===== config.mk =====
export PLATFORM = sky130hd
export DESIGN_NAME = pipe_hazard_ctrl
export DESIGN_NICKNAME = d
export VERILOG_FILES = /design/src/rtl/pipe_hazard_ctrl.sv
export SDC_FILE = /design/constraint.sdc
export NUM_CORES = 1
export LEC_CHECK = 0
export ABC_AREA = 0
export CAP_MARGIN = 5
export CORE_MARGIN = 2
export CORE_UTILIZATION = 55
export CTS_BUF_LIST = sky130_fd_sc_hd__clkbuf_8
export DETAILED_ROUTE_END_ITERATION = 16
export DONT_BUFFER_PORTS = 1
export GPL_ROUTABILITY_DRIVEN = 0
export PLACE_DENSITY = 0.71
export SYNTH_ARGS = -nofsm -noshare
export SYNTH_HDL_FRONTEND = slang
export SYNTH_SLANG_ARGS = --single-unit

===== constraint.sdc =====
create_clock -name clk -period 3.45 [get_ports clk]
set_input_delay 0.69 -clock clk [delete_from_list [all_inputs] [get_ports clk]]
set_output_delay 0.69 -clock clk [all_outputs]
set_load 0.01 [all_outputs]

===== src/rtl/pipe_hazard_ctrl.sv =====
// Stall/flush controller for the 5-stage pipeline: fixed-priority hazard
// resolution, wait-state FSM, memory-wait watchdog and stall-cycle counter.
module pipe_hazard_ctrl #(
    parameter int REG_LOG     = 5,
    parameter int WORD        = 32,
    parameter int MEM_TIMEOUT = 255
) (
    input  logic               clk,
    input  logic               rst,
    input  logic [REG_LOG-1:0] id_rs1,
    input  logic               id_rs1_use,
    input  logic [REG_LOG-1:0] id_rs2,
    input  logic               id_rs2_use,
    input  logic               ex_valid,
    input  logic               ex_is_load,
    input  logic [REG_LOG-1:0] ex_rd,
    input  logic               ex_redirect,
    input  logic               ex_div_busy,
    input  logic               mem_req,
    input  logic               mem_ready,
    output logic               pc_stall,
    output logic               if_id_stall,
    output logic               if_id_flush,
    output logic               id_ex_stall,
    output logic               id_ex_flush,
    output logic               ex_mem_stall,
    output logic               ex_mem_flush,
    output logic               mem_wb_flush,
    output logic               pc_redirect_en,
    output logic [1:0]         ctrl_state,
    output logic               mem_timeout,
    output logic [WORD-1:0]    stall_cycles
);

    typedef enum logic [1:0] {
        RUN   = 2'd0,
        MWAIT = 2'd1,
        DWAIT = 2'd2
    } state_t;

    localparam logic [7:0] TIMEOUT_LAST = 8'(MEM_TIMEOUT - 1);

    state_t          state_q, state_d;
    logic [7:0]      wait_cnt_q, wait_cnt_d;
    logic            timeout_q, timeout_d;
    logic [WORD-1:0] stall_cnt_q, stall_cnt_d;

    logic mem_wait, div_wait, load_use;

    assign mem_wait = mem_req & ~mem_ready;
    assign div_wait = ex_div_busy;
    assign load_use = ex_valid & ex_is_load & (ex_rd != '0) &
                      ((id_rs1_use & (id_rs1 == ex_rd)) |
                       (id_rs2_use & (id_rs2 == ex_rd)));

    always_ff @(posedge clk or posedge rst) begin
        if (rst) begin
            state_q     <= RUN;
            wait_cnt_q  <= '0;
            timeout_q   <= 1'b0;
            stall_cnt_q <= '0;
        end else begin
            state_q     <= state_d;
            wait_cnt_q  <= wait_cnt_d;
            timeout_q   <= timeout_d;
            stall_cnt_q <= stall_cnt_d;
        end
    end

    always_comb begin
        state_d = mem_wait ? MWAIT : (div_wait ? DWAIT : RUN);

        wait_cnt_d = '0;
        if (mem_wait) begin
            wait_cnt_d = (wait_cnt_q == '1) ? wait_cnt_q : wait_cnt_q + 8'd1;
        end

        timeout_d = timeout_q | (mem_wait & (wait_cnt_q == TIMEOUT_LAST));

        stall_cnt_d = stall_cnt_q;
        if (pc_stall && (stall_cnt_q != '1)) begin
            stall_cnt_d = stall_cnt_q + 1'b1;
        end
    end

    // Controls are combinational but forced low for the whole of reset.
    always_comb begin
        pc_stall       = 1'b0;
        if_id_stall    = 1'b0;
        if_id_flush    = 1'b0;
        id_ex_stall    = 1'b0;
        id_ex_flush    = 1'b0;
        ex_mem_stall   = 1'b0;
        ex_mem_flush   = 1'b0;
        mem_wb_flush   = 1'b0;
        pc_redirect_en = 1'b0;
        if (!rst) begin
            if (mem_wait) begin
                pc_stall     = 1'b1;
                if_id_stall  = 1'b1;
                id_ex_stall  = 1'b1;
                ex_mem_stall = 1'b1;
                mem_wb_flush = 1'b1;
            end else if (div_wait) begin
                pc_stall     = 1'b1;
                if_id_stall  = 1'b1;
                id_ex_stall  = 1'b1;
                ex_mem_flush = 1'b1;
            end else if (ex_redirect) begin
                // Wrong-path ID instruction, so a coincident load-use is moot.
                pc_redirect_en = 1'b1;
                if_id_flush    = 1'b1;
                id_ex_flush    = 1'b1;
            end else if (load_use) begin
                pc_stall    = 1'b1;
                if_id_stall = 1'b1;
                id_ex_flush = 1'b1;
            end
        end
    end

    assign ctrl_state   = state_q;
    assign mem_timeout  = timeout_q;
    assign stall_cycles = stall_cnt_q;

endmodule


# Word level (Yosys, flattened, before mapping)
# Index checks and enable logic that the tools add are counted.
[word_totals]
mem_bits_rw = 0
latchBits = 0
ff_bits = 43
elab_cells = 48
rom_bits = 0
output_inout_bits = 44
in_bits = 25
n_memories = 0
[op_classes]
mux = 24
n_mul = 0
bitwise = 10
magnitude_cmp = 0
eq_ne = 6
reduce_logical = 2
shift = 0
add_sub_neg = 2
n_div = 0
[op_table]
columns = ["operator", "n"]
rows = [
  ["$add A32 B1 Y32 const B", 1],
  ["$ne A32 B32 Y1 const B", 1],
  ["$mux W1", 20],
  ["$eq A8 B8 Y1 const B", 2],
  ["$mux W8", 2],
  ["$eq A5 B5 Y1", 2],
  ["$add A8 B1 Y8 const B", 1],
  ["$and A1 B1 Y1", 7],
  ["$reduce_bool A5 Y1", 1],
  ["$mux W2", 2],
  ["$ne A2 B2 Y1 const B", 1],
  ["$or A1 B1 Y1", 2],
  ["$logic_and A1 B1 Y1", 1],
  ["$not A1 Y1", 1],
]

# Longest topological paths before layout
# Gate-level depths: netlist (run 1).
[logic_depth]
ltp_word = 10
ltp_mapped = 9
mapped_depth_nobuf = 7

# Worst setup path after synthesis (run 1)
# No wires, ideal clock.
[synth_path]
path_type = "input -> output"
start = "input rst"
end = "output pc_stall"
path_buffers = 1
setup_slack_ps = 258
cell_stages = 4
required_time_ps = 2760
arrival_time_ps = 2502
path_cell_list = "inv_1 o21ai_0 o31ai_1 buf_4"
[synth_via]
elab_chain_len = 1
[synth_rtl]
columns = ["item", "line_no", "text"]
rows = [
  ["start, declared", "9", "input logic rst,"],
  ["$mux W1", "--", ""],
  ["end, declared", "21", "output logic pc_stall,"],
]
# No other way between the ends.

# Final worst setup path (run 1)
[layout_path]
start = "register stall_cnt_q[0], in the netlist stall_cycles[0]"
end = "register stall_cnt_q[1], in the netlist stall_cycles[1]"
[layout_via]
elab_chain_len = 2
elab_cells_between_ends = 3
classes_between = "add/sub (1); eq/ne (1); reduce/logical (1)"
[layout_rtl]
columns = ["item", "line_no", "text"]
rows = [
  ["start, declared", "46", "logic [WORD-1:0] stall_cnt_q, stall_cnt_d;"],
  ["start signal, assigned", "66", "stall_cnt_q <= stall_cnt_d;"],
  ["branches (longest 2 deep; another with $add A32 B1 Y32)", "--", ""],
]
# Several ways; the timed one is not identified.
# A chain may end at the register's enable or synchronous reset.

==> results of run 1 <==
[kinds of logic (layout without fill, tap and decap cells)]
family / after synthesis / after routing / share of synthesized area
xor gates and xnor gates: 45 / 45 / 0.171
DFF: 43 / 43 / 0.468
and+or+nand+nor: 107 / 107 / 0.245
adders and majority gates: 3 / 3 / 0.0163
muxes: 1 / 1 / 0.00652
buffers and inverters: 17 / 20 / 0.0397
AOI/OAI and AO/OA: 16 / 16 / 0.0533
[power breakdown]
part / switching, mW / leakage, nW / internal, mW / total, mW
clock: 0.184 / 0.0408 / 0.145 / 0.329
sequential: 0.0649 / 0.574 / 0.534 / 0.599
combinational: 0.0567 / 0.502 / 0.0485 / 0.105
[Yosys cell counts (all sizes together) (6+ instances only)]
cell type	instances	area, µm²
dfrtp	43	1080
nor2	28	105
xor2	28	245
xnor2	17	149
nand2	16	60.1
nand3	13	65.1
nand4	12	90.1
nor3	11	60.1
inv	10	37.5
buf	6	50.0
nor4	6	37.5
[layout make-up]
| cell class | count | share of cell area |
|---|---|---|
| multi-input cells | 172 | 0.469 |
| well taps | 50 | 0.0259 |
| flip-flops and latches | 43 | 0.445 |
| clock inverters | 3 | 0.00983 |
| inverters | 10 | 0.0155 |
| clock buffers | 5 | 0.0285 |
| repair buffers | 2 | 0.00621 |
[per-layer routing]
metal,vias to the layer above,share of wire,routed length (µm),GRT usage
met5,-,0,0,0
met1,786,0.45,1970,0.255
met3,6,0.085,375,0.0552
li1,806,-,-,-
met2,65,0.46,2020,0.321
met4,0,0.012,54,0.0775
[state kept, by name, summed over array words and instances (netlist names)]
name and cells:
stall_cycles 32, mem_timeout 1, ctrl_state 2, wait_cnt_q 8
[worst max-delay path, delay by kind of cell (launching register included)]
family	cells	cell delay, ns
muxes	1	0.35
adders and majority gates	1	0.27
and+or+nand+nor	3	1.07
AOI/OAI and AO/OA	1	0.63
DFF	1	0.47
[per-stage QoR]
stage	cells	setup WS, ns	instance area, µm²	total power [mW]	utilization
floorplan	232	0.258	2300	0.692	-
global placement	277	0.611	2320	0.711	0.581
detailed placement	277	0.544	2320	0.715	0.581
CTS	285	0.530	2420	1.04	0.604
global route	285	0.320	2420	1.08	0.604
finish	285	0.533	2420	1.03	0.604
[layout by cell type (no fill, tap or decap), types with 6 or more instances in the layout]
master / instances
sky130_fd_sc_hd__nand2_1: 16
sky130_fd_sc_hd__dfrtp_1: 43
sky130_fd_sc_hd__inv_1: 10
sky130_fd_sc_hd__xor2_1: 28
sky130_fd_sc_hd__nand4_1: 11
sky130_fd_sc_hd__xnor2_1: 17
sky130_fd_sc_hd__nand3_1: 13
sky130_fd_sc_hd__nor3_1: 10
sky130_fd_sc_hd__nor2_1: 28
sky130_fd_sc_hd__nor4_1: 6
[path summary, 6_finish.rpt]
check / startpoint / endpoint / slack (ns) / cells past startpoint
worst max register to register: stall_cycles[0]$_DFFE_PP0P_ / stall_cycles[1]$_DFFE_PP0P_ / 0.53 / 6
min in group clk: wait_cnt_q[4]$_DFFE_PP0P_ / wait_cnt_q[4]$_DFFE_PP0P_ / 0.48 / 1
worst max-delay path: stall_cycles[0]$_DFFE_PP0P_ / stall_cycles[1]$_DFFE_PP0P_ / 0.53 / 6
worst min-delay path: rst / mem_timeout$_DFF_PP0_ / 0.43 / 2
max in group asynchronous: rst / stall_cycles[25]$_DFFE_PP0P_ / 2.65 / 2
worst min register to register: wait_cnt_q[4]$_DFFE_PP0P_ / wait_cnt_q[4]$_DFFE_PP0P_ / 0.48 / 1
==> results.txt, run 1 <==
----------------------------------------------------
[Power and ir drop]
  Static leakage ... 1.12 nW
  Power per standard cell area ... 427 mW/mm²
  IR Drop Worst-Case VDD ... 0.000261 V

[Cells and area]
  Combined area of the multi-input logic cells ... 0.00113 mm²
  Nets@finish ... 262
  Area growth from synthesis to final layout ... 5.06%
  Share of layout cells above drive strength 1 ... 0.0681
  Total of fill cells in the finished design ... 344
  Area of all sequential standard cells ... 0.00108 mm²
  Number of diodes added for antenna fixing ... 0

[STA]
  Tightest hold margin ... 0.430 ns
  Fin Setup TNS ... 0 ns
  Setup-failing EPs final ... 0
  Tcrit/Tclk final ... 0.846
  Fmax achieved ... 0.343 GHz
  Slew Limit Headroom ... 0.431
  Max Transition Viols Final ... 0
  Layout Skew ... 0.00801 ns
  Tightest Pin Transition ... 0.850 ns
  Endpoints failing hold ... 0
  Minimum clock period ... 2.92 ns
  RSZ-0062 raised after global routing ... false

[Setup path]
  Critical Path Slowest Stage Cell ... sky130_fd_sc_hd__o211ai_4
  Signal arrival time at the worst endpoint ... 3.10 ns
  Required time of the critical path ... 3.64 ns
  Critical path class ... flop to flop
  Crit path max fanout ... 28
  Longest individual stage delay on the worst path ... 0.63 ns
  Critical path endpoint category ... flop
  Kind of start point of the critical path ... flop
  Critical path, cell by cell ... ha_1 -> nand4_4 -> or4_1 -> or2_1 -> o211ai_4 -> mux2_4

[CTS]
  Number of buffers on the longest clock path ... 2
  CTS tree ... yes
  Reg clk slew, reported paths ... 0.09 ns
  Root Buffer Master ... sky130_fd_sc_hd__clkbuf_8
  Sinks on the clock net ... 43
  Setup Buffers After CTS ... 0
  CTS H-Tree Depth ... 2
  Number of cells upsized or downsized after cts ... 0
  CTS hold repair buffers ... 0
  CTS Buf Count ... 5
  Insertion delay to the later sink of the worst-skew pair ... 0.30 ns

[Synth]
  Post-synthesis area per instance ... 9.92 µm²
  Cell variety after synth ... 41
  Number of storage elements in the synthesis netlist ... 43
  Post-synthesis async set-or-reset flop share ... 1.00
  Netlist area before placement ... 0.00230 mm²
  Primary flip-flop cell chosen by synthesis mapping ... sky130_fd_sc_hd__dfrtp_1
  Post-synthesis sequential area ratio ... 0.468
  Cell count after synthesis ... 232
  Syn nets ... 260
  Warnings, synthesis ... 0
  Post-synth EDFFs ... 0

[Placed design]
  Detailed placer's ending HPWL ... 3.23 mm
  Port Buffer Count ... 0

[Routing]
  Iteration-0 DRC Markers ... 69
  Remaining DRCs ... 0
  Final antenna-violating net count ... 0
  First-pass iteration count of the detailed router ... 4
  Via density per instance ... 5.84
  Routed wirelength normalized by instance count ... 15.5 µm
  Post-Route WL ... 4.42 mm
  Via count ... 1,663

[GRT]
  Gr ovfl total ... 0
  Wire length of the first global-routing pass ... 7.00 mm
  Largest net degree at the start of global routing ... 45
  Vias in the first global route ... 1,558
  Antenna violations before repair ... 0
  Overall Global Routing Usage ... 0.200

[Worst hold path]
  Tightest Hold Check Type ... input port to async pin

[Floorplan]
  Io pins ... 69
  Overall die height ... 68.7 µm
  Die W ... 68.7 µm
  Effective utilization at floorplan ... 0.575
  Die Footprint ... 0.00472 mm²
  Core area ... 0.00400 mm²
  Number of core rows ... 23

[Run status]
  Outcome ... finished, final reports clean

[Flow run]
  Max-capacitance violation count ... 0

----------------------------------------------------
Power figures use the tool's default switching activity.
==> run 2: changes to the inputs <==
--- a/config.mk
+++ b/config.mk
@@ -13,7 +13,7 @@
 export DETAILED_ROUTE_END_ITERATION = 16
 export DONT_BUFFER_PORTS = 1
 export GPL_ROUTABILITY_DRIVEN = 0
-export PLACE_DENSITY = 0.71
+export PLACE_DENSITY = 0.74
 export SYNTH_ARGS = -nofsm -noshare
 export SYNTH_HDL_FRONTEND = slang
 export SYNTH_SLANG_ARGS = --single-unit
==> constraint.sdc (replaced) <==
create_clock -name clk -period 2.3 [get_ports clk]
set_input_delay 0.46 -clock clk [delete_from_list [all_inputs] [get_ports clk]]
set_output_delay 0.46 -clock clk [all_outputs]
set_load 0.01 [all_outputs]
==> results.txt, run 2 (same netlist as run 1, synthesis figures left out) <==
----------------------------------------------------
[Run status]
  Outcome ... finished, final reports clean

[GRT]
  Largest net degree at the start of global routing ... 45
  Vias in the first global route ... 1,807
  Wire length of the first global-routing pass ... 7.94 mm
  Overall Global Routing Usage ... 0.227
  Gr ovfl total ... 0
  Antenna violations before repair ... 0

[Placed design]
  Detailed placer's ending HPWL ... 3.76 mm
  Count of placed standard cells including taps ... 310
  Worst-case setup slack after placement ... 0.0484 ns
  Port Buffer Count ... 0

[Setup path]
  Buf+Inv Stages, Crit Path ... 1
  Longest individual stage delay on the worst path ... 0.43 ns
  Critical path endpoint category ... flop
  Required time of the critical path ... 2.47 ns
  Kind of start point of the critical path ... flop
  Crit path max fanout ... 15
  Reg-to-Reg Start ... stall_cycles[1]$_DFFE_PP0P_
  Critical path, cell by cell ... ha_4 -> nand4_4 -> or4_4 -> or2_4 -> o211ai_4 -> buf_12 -> nor3_1 -> xor2_1
  Critical path class ... flop to flop
  Reg2Reg Setup Slack ... 0.13 ns
  Critical Path Slowest Stage Cell ... sky130_fd_sc_hd__or4_4
  Critical Path Start ... stall_cycles[1]$_DFFE_PP0P_
  Signal arrival time at the worst endpoint ... 2.34 ns
  Category of cells accounting for the largest share of critical-path delay ... simple AND/OR/NAND/NOR gates

[CTS]
  Sinks on the clock net ... 43
  CTS Buf Count ... 5
  CTS tree ... yes
  Root Buffer Master ... sky130_fd_sc_hd__clkbuf_8
  Number of cells upsized or downsized after cts ... 0
  Number of buffers on the longest clock path ... 2
  CTS hold repair buffers ... 0
  Reg clk slew, reported paths ... 0.08 ns
  Setup Buffers After CTS ... 0
  Insertion delay to the later sink of the worst-skew pair ... 0.29 ns
  CTS H-Tree Depth ... 2

[Cells and area]
  Nets@finish ... 296
  Area growth from synthesis to final layout ... 18.9%
  Total of fill cells in the finished design ... 304
  Share of layout cells above drive strength 1 ... 0.204
  Number of diodes added for antenna fixing ... 0
  End-of-flow core utilization ... 0.684
  Most used cells in the layout excluding fill and tap cells ... sky130_fd_sc_hd__dfrtp_1 (41), sky130_fd_sc_hd__buf_4 (35), sky130_fd_sc_hd__xor2_1 (28), sky130_fd_sc_hd__nor2_1 (28), sky130_fd_sc_hd__xnor2_1 (17)
  Largest register FFs ... 32
  Final non-filler cell total ... 319
  Most common library cell in the layout ignoring fill and taps ... sky130_fd_sc_hd__dfrtp_1

[Routing]
  Via count ... 1,830
  Post-Route WL ... 5.03 mm
  Routed wirelength normalized by instance count ... 15.8 µm
  Via density per instance ... 5.74
  Final antenna-violating net count ... 0
  Iteration-0 DRC Markers ... 136
  First-pass iteration count of the detailed router ... 4
  Remaining DRCs ... 0

[Power and ir drop]
  Net switching share of the total power ... 0.267
  Internal power consumption ... 1.26 mW
  IR Drop Worst-Case VDD ... 0.000346 V
  Relative contribution of the clock network to total power ... 0.328
  Proportion of power drawn by flip-flops and latches ... 0.499
  Static leakage ... 1.31 nW
  Combinational cell fraction of total power ... 0.173
  Net switching power ... 0.460 mW
  Power per standard cell area ... 629 mW/mm²

[STA]
  Tightest Pin Transition ... 0.542 ns
  Layout Skew ... 0.0104 ns
  Endpoints failing hold ... 0
  Setup-failing EPs final ... 0
  Max Transition Viols Final ... 0
  Tcrit/Tclk final ... 0.943
  Fmax achieved ... 0.461 GHz
  Fin Setup TNS ... 0 ns
  Minimum clock period ... 2.17 ns
  Post-route setup slack ... 0.131 ns
  Slew Limit Headroom ... 0.639
  RSZ-0062 raised after global routing ... false

[Floorplan]
  Effective utilization at floorplan ... 0.575
  Io pins ... 69
  Core area ... 0.00400 mm²
  Die Footprint ... 0.00472 mm²
  Overall die height ... 68.7 µm
  Die W ... 68.7 µm
  Number of core rows ... 23

[Worst hold path]
  Tightest Hold Check Type ... input port to async pin

[Flow run]
  Max-capacitance violation count ... 0

----------------------------------------------------
run 2: cell count changes in the layout (fill, tap and decap cells not counted), sizes merged:
cell | before | now
buf | 2 | 36
clkinvlp | 2 | 1
bufinv | 0 | 1
run 2: power groups by stage:
stage / clock (mW) / combinational [mW] / sequential [mW]
floorplan: 0 / 0.156 / 0.907
global placement: 0 / 0.290 / 0.872
detailed placement: 0 / 0.300 / 0.874
CTS: 0.577 / 0.301 / 0.859
global route: 0.611 / 0.326 / 0.865
finish: 0.564 / 0.298 / 0.859
run 2: routing by layer:
layer / wire length, µm / track usage / up-vias
met5: 0 / 0 / -
met4: 75 / 0.0800 / 0
met3: 372 / 0.0617 / 8
met2: 2510 / 0.371 / 67
met1: 2060 / 0.290 / 880
li1: - / - / 875
run 2: worst paths after layout:
kind | cells past startpoint | to
max | 8 | stall_cycles[16]$_DFFE_PP0P_
min | 2 | mem_timeout$_DFF_PP0_
max reg2reg | 8 | stall_cycles[16]$_DFFE_PP0P_
min reg2reg | 1 | wait_cnt_q[4]$_DFFE_PP0P_
max in group asynchronous | 2 | stall_cycles[1]$_DFFE_PP0P_
min in group clk | 1 | ctrl_state[1]$_DFF_PP0_
run 2: stage by stage:
step,cell area (µm²),hold slack (ns),power [mW]
2_1_floorplan,2340,0.434,1.06
3_3_place_gp,2620,0.451,1.16
3_5_place_dp,2620,0.461,1.17
4_1_cts,2730,0.251,1.74
5_1_grt,2740,0.285,1.80
6_report,2740,0.239,1.72
run 2: final cells by class:
| cell class | count | area (µm²) | area share |
|---|---|---|---|
| multi-input cells | 172 | 1160 | 0.425 |
| flip-flops and latches | 43 | 1080 | 0.394 |
| repair buffers | 36 | 283 | 0.103 |
| clock buffers | 5 | 68.8 | 0.0252 |
| well taps | 50 | 62.6 | 0.0229 |
| inverters | 10 | 41.3 | 0.0151 |
| clock inverters | 3 | 37.5 | 0.0137 |
